$ cat src/rtl/alu_exec.sv
// alu_exec: single-operation ALU with valid/ready handshake and registered result.
// Optional macro ALU_FAST_SHIFT_EN: shifts finish in one cycle instead of one bit per cycle.
module alu_exec #(
    parameter int WIDTH = 32
) (
    input  logic             clk,
    input  logic             rst,
    input  logic             in_valid,
    output logic             in_ready,
    input  logic [3:0]       alu_ctrl,
    input  logic [WIDTH-1:0] src_a,
    input  logic [WIDTH-1:0] src_b,
    output logic             out_valid,
    input  logic             out_ready,
    output logic [WIDTH-1:0] result,
    output logic             zero,
    output logic             busy,
    output logic [1:0]       state_dbg
);
    // Handshake: a request transfers on a rising edge where in_valid && in_ready;
    // a result transfers on a rising edge where out_valid && out_ready.
    localparam int SHW = $clog2(WIDTH);

    localparam logic [3:0] OP_ADD  = 4'b0000;
    localparam logic [3:0] OP_SUB  = 4'b0001;
    localparam logic [3:0] OP_AND  = 4'b0010;
    localparam logic [3:0] OP_OR   = 4'b0011;
    localparam logic [3:0] OP_XOR  = 4'b0100;
    localparam logic [3:0] OP_SLT  = 4'b0101;
    localparam logic [3:0] OP_SLTU = 4'b0110;
    localparam logic [3:0] OP_SLL  = 4'b0111;
    localparam logic [3:0] OP_SRL  = 4'b1000;
    localparam logic [3:0] OP_SRA  = 4'b1001;

`ifdef ALU_FAST_SHIFT_EN
    typedef enum logic [1:0] {
        IDLE = 2'd0,
        DONE = 2'd2
    } state_t;
`else
    typedef enum logic [1:0] {
        IDLE  = 2'd0,
        SHIFT = 2'd1,
        DONE  = 2'd2
    } state_t;
`endif

    state_t           state_q, state_d;
    logic [WIDTH-1:0] result_q, result_d;
    logic [WIDTH-1:0] alu_y;
    logic [SHW-1:0]   shamt;

    assign shamt = src_b[SHW-1:0];

    // Single-cycle result; in iterative mode shifts pass src_a through as the
    // starting value of the shift register (also the correct amount-0 result).
    always_comb begin
        alu_y = src_a + src_b;
        case (alu_ctrl)
            OP_ADD:  alu_y = src_a + src_b;
            OP_SUB:  alu_y = src_a - src_b;
            OP_AND:  alu_y = src_a & src_b;
            OP_OR:   alu_y = src_a | src_b;
            OP_XOR:  alu_y = src_a ^ src_b;
            OP_SLT:  alu_y = {{(WIDTH-1){1'b0}}, ($signed(src_a) < $signed(src_b))};
            OP_SLTU: alu_y = {{(WIDTH-1){1'b0}}, (src_a < src_b)};
`ifdef ALU_FAST_SHIFT_EN
            OP_SLL:  alu_y = src_a << shamt;
            OP_SRL:  alu_y = src_a >> shamt;
            OP_SRA:  alu_y = $signed(src_a) >>> shamt;
`else
            OP_SLL:  alu_y = src_a;
            OP_SRL:  alu_y = src_a;
            OP_SRA:  alu_y = src_a;
`endif
            default: alu_y = src_a + src_b;
        endcase
    end

`ifdef ALU_FAST_SHIFT_EN
    always_comb begin
        state_d  = state_q;
        result_d = result_q;
        case (state_q)
            IDLE: begin
                if (in_valid) begin
                    result_d = alu_y;
                    state_d  = DONE;
                end
            end
            DONE: begin
                if (out_ready) state_d = IDLE;
            end
            default: state_d = IDLE;
        endcase
    end

    always_ff @(posedge clk) begin
        if (rst) begin
            state_q  <= IDLE;
            result_q <= '0;
        end else begin
            state_q  <= state_d;
            result_q <= result_d;
        end
    end
`else
    logic [SHW-1:0] cnt_q, cnt_d;
    logic [3:0]     op_q, op_d;
    logic           is_shift;

    assign is_shift = (alu_ctrl == OP_SLL) || (alu_ctrl == OP_SRL) || (alu_ctrl == OP_SRA);

    always_comb begin
        state_d  = state_q;
        result_d = result_q;
        cnt_d    = cnt_q;
        op_d     = op_q;
        case (state_q)
            IDLE: begin
                if (in_valid) begin
                    result_d = alu_y;
                    if (is_shift && (shamt != '0)) begin
                        state_d = SHIFT;
                        cnt_d   = shamt;
                        op_d    = alu_ctrl;
                    end else begin
                        state_d = DONE;
                    end
                end
            end
            SHIFT: begin
                // result_q doubles as the shift register while iterating
                case (op_q)
                    OP_SLL:  result_d = {result_q[WIDTH-2:0], 1'b0};
                    OP_SRL:  result_d = {1'b0, result_q[WIDTH-1:1]};
                    default: result_d = {result_q[WIDTH-1], result_q[WIDTH-1:1]};
                endcase
                cnt_d = cnt_q - SHW'(1);
                if (cnt_q == SHW'(1)) state_d = DONE;
            end
            DONE: begin
                if (out_ready) state_d = IDLE;
            end
            default: state_d = IDLE;
        endcase
    end

    always_ff @(posedge clk) begin
        if (rst) begin
            state_q  <= IDLE;
            result_q <= '0;
            cnt_q    <= '0;
            op_q     <= OP_ADD;
        end else begin
            state_q  <= state_d;
            result_q <= result_d;
            cnt_q    <= cnt_d;
            op_q     <= op_d;
        end
    end
`endif

    assign in_ready  = (state_q == IDLE);
    assign out_valid = (state_q == DONE);
    assign busy      = (state_q != IDLE);
    assign result    = result_q;
    assign zero      = (result_q == '0);
    assign state_dbg = state_q;

endmodule
$ cat config.mk
export PLATFORM = sky130hd
export DESIGN_NAME = alu_exec
export DESIGN_NICKNAME = d
export VERILOG_FILES = /design/src/rtl/alu_exec.sv
export SDC_FILE = /design/constraint.sdc
export NUM_CORES = 1
export LEC_CHECK = 0
export ABC_AREA = 1
export ABC_CLOCK_PERIOD_IN_PS = 2600
export BUFFER_PORTS_ARGS = -buffer_cell sky130_fd_sc_hd__buf_2
export CAP_MARGIN = 20
export CORE_MARGIN = 3
export CORE_UTILIZATION = 55
export DETAILED_ROUTE_END_ITERATION = 16
export PLACE_DENSITY = 0.82
export SLEW_MARGIN = 20
export SYNTH_ARGS = -nofsm -noshare
export SYNTH_HDL_FRONTEND = slang
export SYNTH_SLANG_ARGS = --single-unit
$ cat constraint.sdc
create_clock -name clk -period 2.6 [get_ports clk]
set_input_delay 0.52 -clock clk [delete_from_list [all_inputs] [get_ports clk]]
set_output_delay 0.52 -clock clk [all_outputs]
set_load 0.05 [all_outputs]
==> impl_metrics.prom <==
# TYPE chip_impl_metric gauge
chip_impl_metric{name="rrSetupSlack",unit="ps"} 660
chip_impl_metric{name="finalNonFillerCells",unit=""} 1903
chip_impl_metric{name="slew_viol_final",unit=""} 0
chip_impl_metric{name="antenna_found_initial",unit=""} 0
chip_impl_metric{name="finalCriticalPeriod",unit="ps"} 2440
chip_impl_metric{name="drcViolationCount",unit=""} 0
chip_impl_info{name="master_of_the_slowest_instance_on_the_critical_path",value="sky130_fd_sc_hd__ha_1"} 1
chip_impl_metric{name="finalClockSkew",unit="ps"} 2.84
chip_impl_metric{name="initial_utilization",unit="%"} 57.4
chip_impl_metric{name="mappedNetlistArea",unit="um2"} 8500
chip_impl_info{name="postSynth.topFlopCell",value="sky130_fd_sc_hd__dfxtp_1"} 1
chip_impl_metric{name="tns",unit="ps"} 0
chip_impl_metric{name="final_layout_size_suffix_gt1_share",unit="%"} 19.1
chip_impl_metric{name="worst-endpoint-arrival",unit="ps"} 2630
chip_impl_info{name="synthMostInstantiatedCell",value="sky130_fd_sc_hd__nand2_1"} 1
chip_impl_metric{name="synthToLayoutAreaGrowth",unit="%"} 21.2
chip_impl_metric{name="syn-num-nets",unit=""} 1689
chip_impl_info{name="outcome",value="complete, no violations"} 1
chip_impl_metric{name="synth_cell_types",unit=""} 48
chip_impl_metric{name="htree_levels",unit=""} 2
chip_impl_metric{name="antenna_violating_nets_post_route",unit=""} 0
chip_impl_metric{name="powerDensity",unit="nW/um2"} 382
chip_impl_info{name="synth_largest_area_cell",value="sky130_fd_sc_hd__nand2_1"} 1
chip_impl_info{name="rsz0062_at_grt",value="no"} 1
chip_impl_metric{name="multi_input_logic_area",unit="um2"} 6360
chip_impl_metric{name="design.core.area",unit="um2"} 14800
chip_impl_metric{name="worstRegToRegCells",unit=""} 5
chip_impl_metric{name="die_w",unit="um"} 130
chip_impl_metric{name="slew_headroom",unit="%"} 43.5
chip_impl_info{name="worst_hold_startpoint",value="in_valid"} 1
chip_impl_metric{name="ys_seq_area_share",unit="%"} 10.1
chip_impl_metric{name="crit_fanout",unit=""} 7
chip_impl_metric{name="synth_edf_count",unit=""} 0
chip_impl_info{name="r2r-start",value="state_dbg[0]"} 1
chip_impl_metric{name="die_h",unit="um"} 130
chip_impl_metric{name="drv.max_cap_violation_count",unit=""} 0
chip_impl_metric{name="critPathMaxStageDelay",unit="ps"} 400
chip_impl_metric{name="grt_remaining_overflow",unit=""} 0
chip_impl_metric{name="globalRouteTotalUtil",unit="%"} 37.8
chip_impl_metric{name="peakVddDrop",unit="mV"} 0.301
chip_impl_metric{name="number_of_buffers_on_the_longest_clock_path",unit=""} 2
chip_impl_metric{name="nFillCells",unit=""} 1405
chip_impl_metric{name="worstPathRequired",unit="ps"} 2790
chip_impl_metric{name="io_pins",unit=""} 110
chip_impl_metric{name="min_path_cells",unit=""} 2
chip_impl_metric{name="cellLeakagePower",unit="nW"} 5.75
chip_impl_metric{name="route.final.wire_length",unit="um"} 33100
chip_impl_metric{name="rows",unit=""} 44
chip_impl_metric{name="num_vias",unit=""} 11128
chip_impl_metric{name="tightest_slew",unit="ps"} 847
chip_impl_metric{name="finalHoldWorstSlack",unit="ps"} 491
chip_impl_info{name="tritoncts",value="built"} 1
chip_impl_metric{name="max_clock_freq",unit="MHz"} 409
chip_impl_metric{name="timing.final.crit_share",unit="%"} 93.9
chip_impl_metric{name="place_congestion",unit=""} 1.03
chip_impl_metric{name="layout.area.seq",unit="um2"} 861
chip_impl_info{name="hold_path_end",value="state_dbg[1]"} 1
chip_impl_metric{name="synth_seq_cells",unit=""} 43
chip_impl_metric{name="design.die.area",unit="um2"} 17000
chip_impl_info{name="synth_area_leaders",value="sky130_fd_sc_hd__nand2_1, sky130_fd_sc_hd__ha_1, sky130_fd_sc_hd__inv_1, sky130_fd_sc_hd__dfxtp_1, sky130_fd_sc_hd__nand3_1"} 1
chip_impl_metric{name="drt-wirelength-per-cell",unit="um"} 17.4
chip_impl_metric{name="post_synth_inst_count",unit=""} 1517
chip_impl_info{name="holdCritPathClass",value="input port to flop"} 1
chip_impl_metric{name="cts.hold.buffers_added",unit=""} 0
chip_impl_metric{name="clkLatencyLatePin",unit="ps"} 290
chip_impl_metric{name="dpl.hpwl",unit="um"} 26400
chip_impl_info{name="crit_chain",value="buf_2 > inv_1 > ha_1 > inv_2 > a21oi_1 > nand2_1 > buf_4 > inv_1 > nand2_1 > nand2_1 > nand3_1 > nand3_1 > nand3_1 > a21oi_1 > nor2_1"} 1
chip_impl_metric{name="antenna_cells_inserted",unit=""} 0
chip_impl_info{name="critPathLaunchType",value="input port"} 1
chip_impl_metric{name="synthArstFlopShare",unit="%"} 0
chip_impl_metric{name="grt_pass1_vias",unit=""} 10204
chip_impl_metric{name="finalNetCount",unit=""} 1890
chip_impl_metric{name="initialDrtViolationCount",unit=""} 1469
chip_impl_metric{name="syn-mean-instance-area",unit="um2"} 5.60
chip_impl_info{name="post_synth_most_frequent_cells",value="sky130_fd_sc_hd__nand2_1, sky130_fd_sc_hd__inv_1, sky130_fd_sc_hd__nor2_1, sky130_fd_sc_hd__nand3_1, sky130_fd_sc_hd__a21oi_1"} 1
chip_impl_metric{name="timing_hold_violations_final",unit=""} 0
chip_impl_metric{name="cts-buffers-inserted",unit=""} 5
chip_impl_metric{name="number_of_sinks_on_the_clock_net",unit=""} 43
chip_impl_metric{name="first_pass_grt_wire_length",unit="um"} 51200
chip_impl_metric{name="netlist.area_leader.share",unit="%"} 16.3
chip_impl_info{name="critical_path_class",value="input port to flop"} 1
chip_impl_metric{name="via_per_inst",unit=""} 5.85
chip_impl_metric{name="count_of_yosys_warnings_during_synthesis",unit=""} 0
chip_impl_info{name="regToRegEndpoint",value="result[9]"} 1
chip_impl_metric{name="final-setup-viol-count",unit=""} 0
chip_impl_metric{name="numPlacedInstances",unit=""} 1895
chip_impl_metric{name="numPortBuffers",unit=""} 109
chip_impl_metric{name="clk_pin_slew_worst_paths",unit="ps"} 60
chip_impl_metric{name="grt_start_max_net_pins",unit=""} 44
chip_impl_info{name="worst_setup_path_end_kind",value="flop"} 1
chip_impl_info{name="clock_tree.root_cell",value="sky130_fd_sc_hd__clkbuf_16"} 1
chip_impl_metric{name="dr.pass1.iters",unit=""} 7
-- worst max-delay path: cells and delay by family --
kind / cells / cell delay (ps)
and+or+nand+nor: 7 / 880
adders and majority gates: 1 / 400
buffers and inverters: 5 / 390
AOI/OAI and AO/OA: 2 / 440
-- where the power goes --
| part | total (mW) | switching, mW | internal, mW |
|---|---|---|---|
| Sequential | 0.826 | 0.0969 | 0.729 |
| Combinational | 2.27 | 1.48 | 0.789 |
| Clock | 0.839 | 0.288 | 0.551 |
| Total | 3.94 | 1.87 | 2.07 |
-- cell families after synthesis --
family	after synthesis	synth area share (%)
AOI/OAI and AO/OA	337	23.8
and+or+nand+nor	704	34.9
buffers and inverters	324	15.4
DFF	43	10.1
xor gates and xnor gates	9	0.927
adders and majority gates	100	14.9
-- layer usage --
layer / global-route usage, % / part of all wire, %
met1: 47.1 / 39
met2: 62.5 / 45
met3: 5.77 / 9.4
met4: 20.9 / 6.7
met5: 0 / 0
-- layout by cell type, fill, tap and decap left out, types with 5 or more instances in the layout --
cell type,netlist,routed
sky130_fd_sc_hd__dfxtp_1,43,43
sky130_fd_sc_hd__nor2_2,5,5
sky130_fd_sc_hd__o21bai_1,12,12
sky130_fd_sc_hd__a211oi_1,8,8
sky130_fd_sc_hd__nand3_1,124,122
sky130_fd_sc_hd__a21oi_1,111,109
sky130_fd_sc_hd__a31oi_1,13,13
sky130_fd_sc_hd__xor2_1,8,8
sky130_fd_sc_hd__nor3_1,13,13
sky130_fd_sc_hd__buf_2,25,109
sky130_fd_sc_hd__nand4_1,15,15
sky130_fd_sc_hd__o21ai_1,15,15
sky130_fd_sc_hd__clkbuf_16,0,5
sky130_fd_sc_hd__ha_1,98,98
sky130_fd_sc_hd__o22ai_1,22,22
sky130_fd_sc_hd__o211ai_1,5,5
sky130_fd_sc_hd__o21ai_0,109,109
sky130_fd_sc_hd__inv_2,30,30
sky130_fd_sc_hd__nand2_1,370,370
sky130_fd_sc_hd__a21oi_2,7,8
sky130_fd_sc_hd__inv_1,233,233
sky130_fd_sc_hd__buf_4,8,142
sky130_fd_sc_hd__a221oi_2,9,9
sky130_fd_sc_hd__a221oi_1,11,11
sky130_fd_sc_hd__nor4_1,12,12
sky130_fd_sc_hd__nor2_1,152,152
-- stage by stage --
stage               power, mW  worst slack (ps)  area, um2  utilization, %
floorplan                2.21               192       8500               -
global placement         3.01             -82.7      10100            68.2
CTS                      3.87               214      10300            69.5
detailed placement       3.03             -90.4      10100            68.2
finish                   3.94               157      10300            69.6
global route             4.16              20.1      10300            69.6
-- what timing repair did --
item,in CTS,in global routing
gates resized for setup,0,3
setup endpoints to repair,0,2
buffers inserted,0,0
-- final cells by class --
class | count | area share, %
Multi-Input combinational cell | 1150 | 61.7
Timing Repair Buffer | 254 | 16.2
Inverter | 264 | 9.62
Sequential cell | 43 | 8.35
Tap cell | 184 | 2.23
Clock buffer | 5 | 1.21
Clock inverter | 3 | 0.656
-- worst max-delay path by stage --
stage / start / end / depth (start not counted)
floorplan: state_dbg[1] / busy / 2
global placement: src_b[10] / result[19] / 15
detailed placement: src_b[5] / result[19] / 17
CTS: src_b[5] / result[19] / 17
global route: src_b[1] / result[21] / 17
finish: src_b[10] / result[19] / 15
-- registers in the layout, summed over array words and instances, names as in the netlist --
| register | cells |
|---|---|
| cnt_q | 5 |
| result | 32 |
| op_q | 4 |
| state_dbg | 2 |
Power figures use the tool's default switching activity.
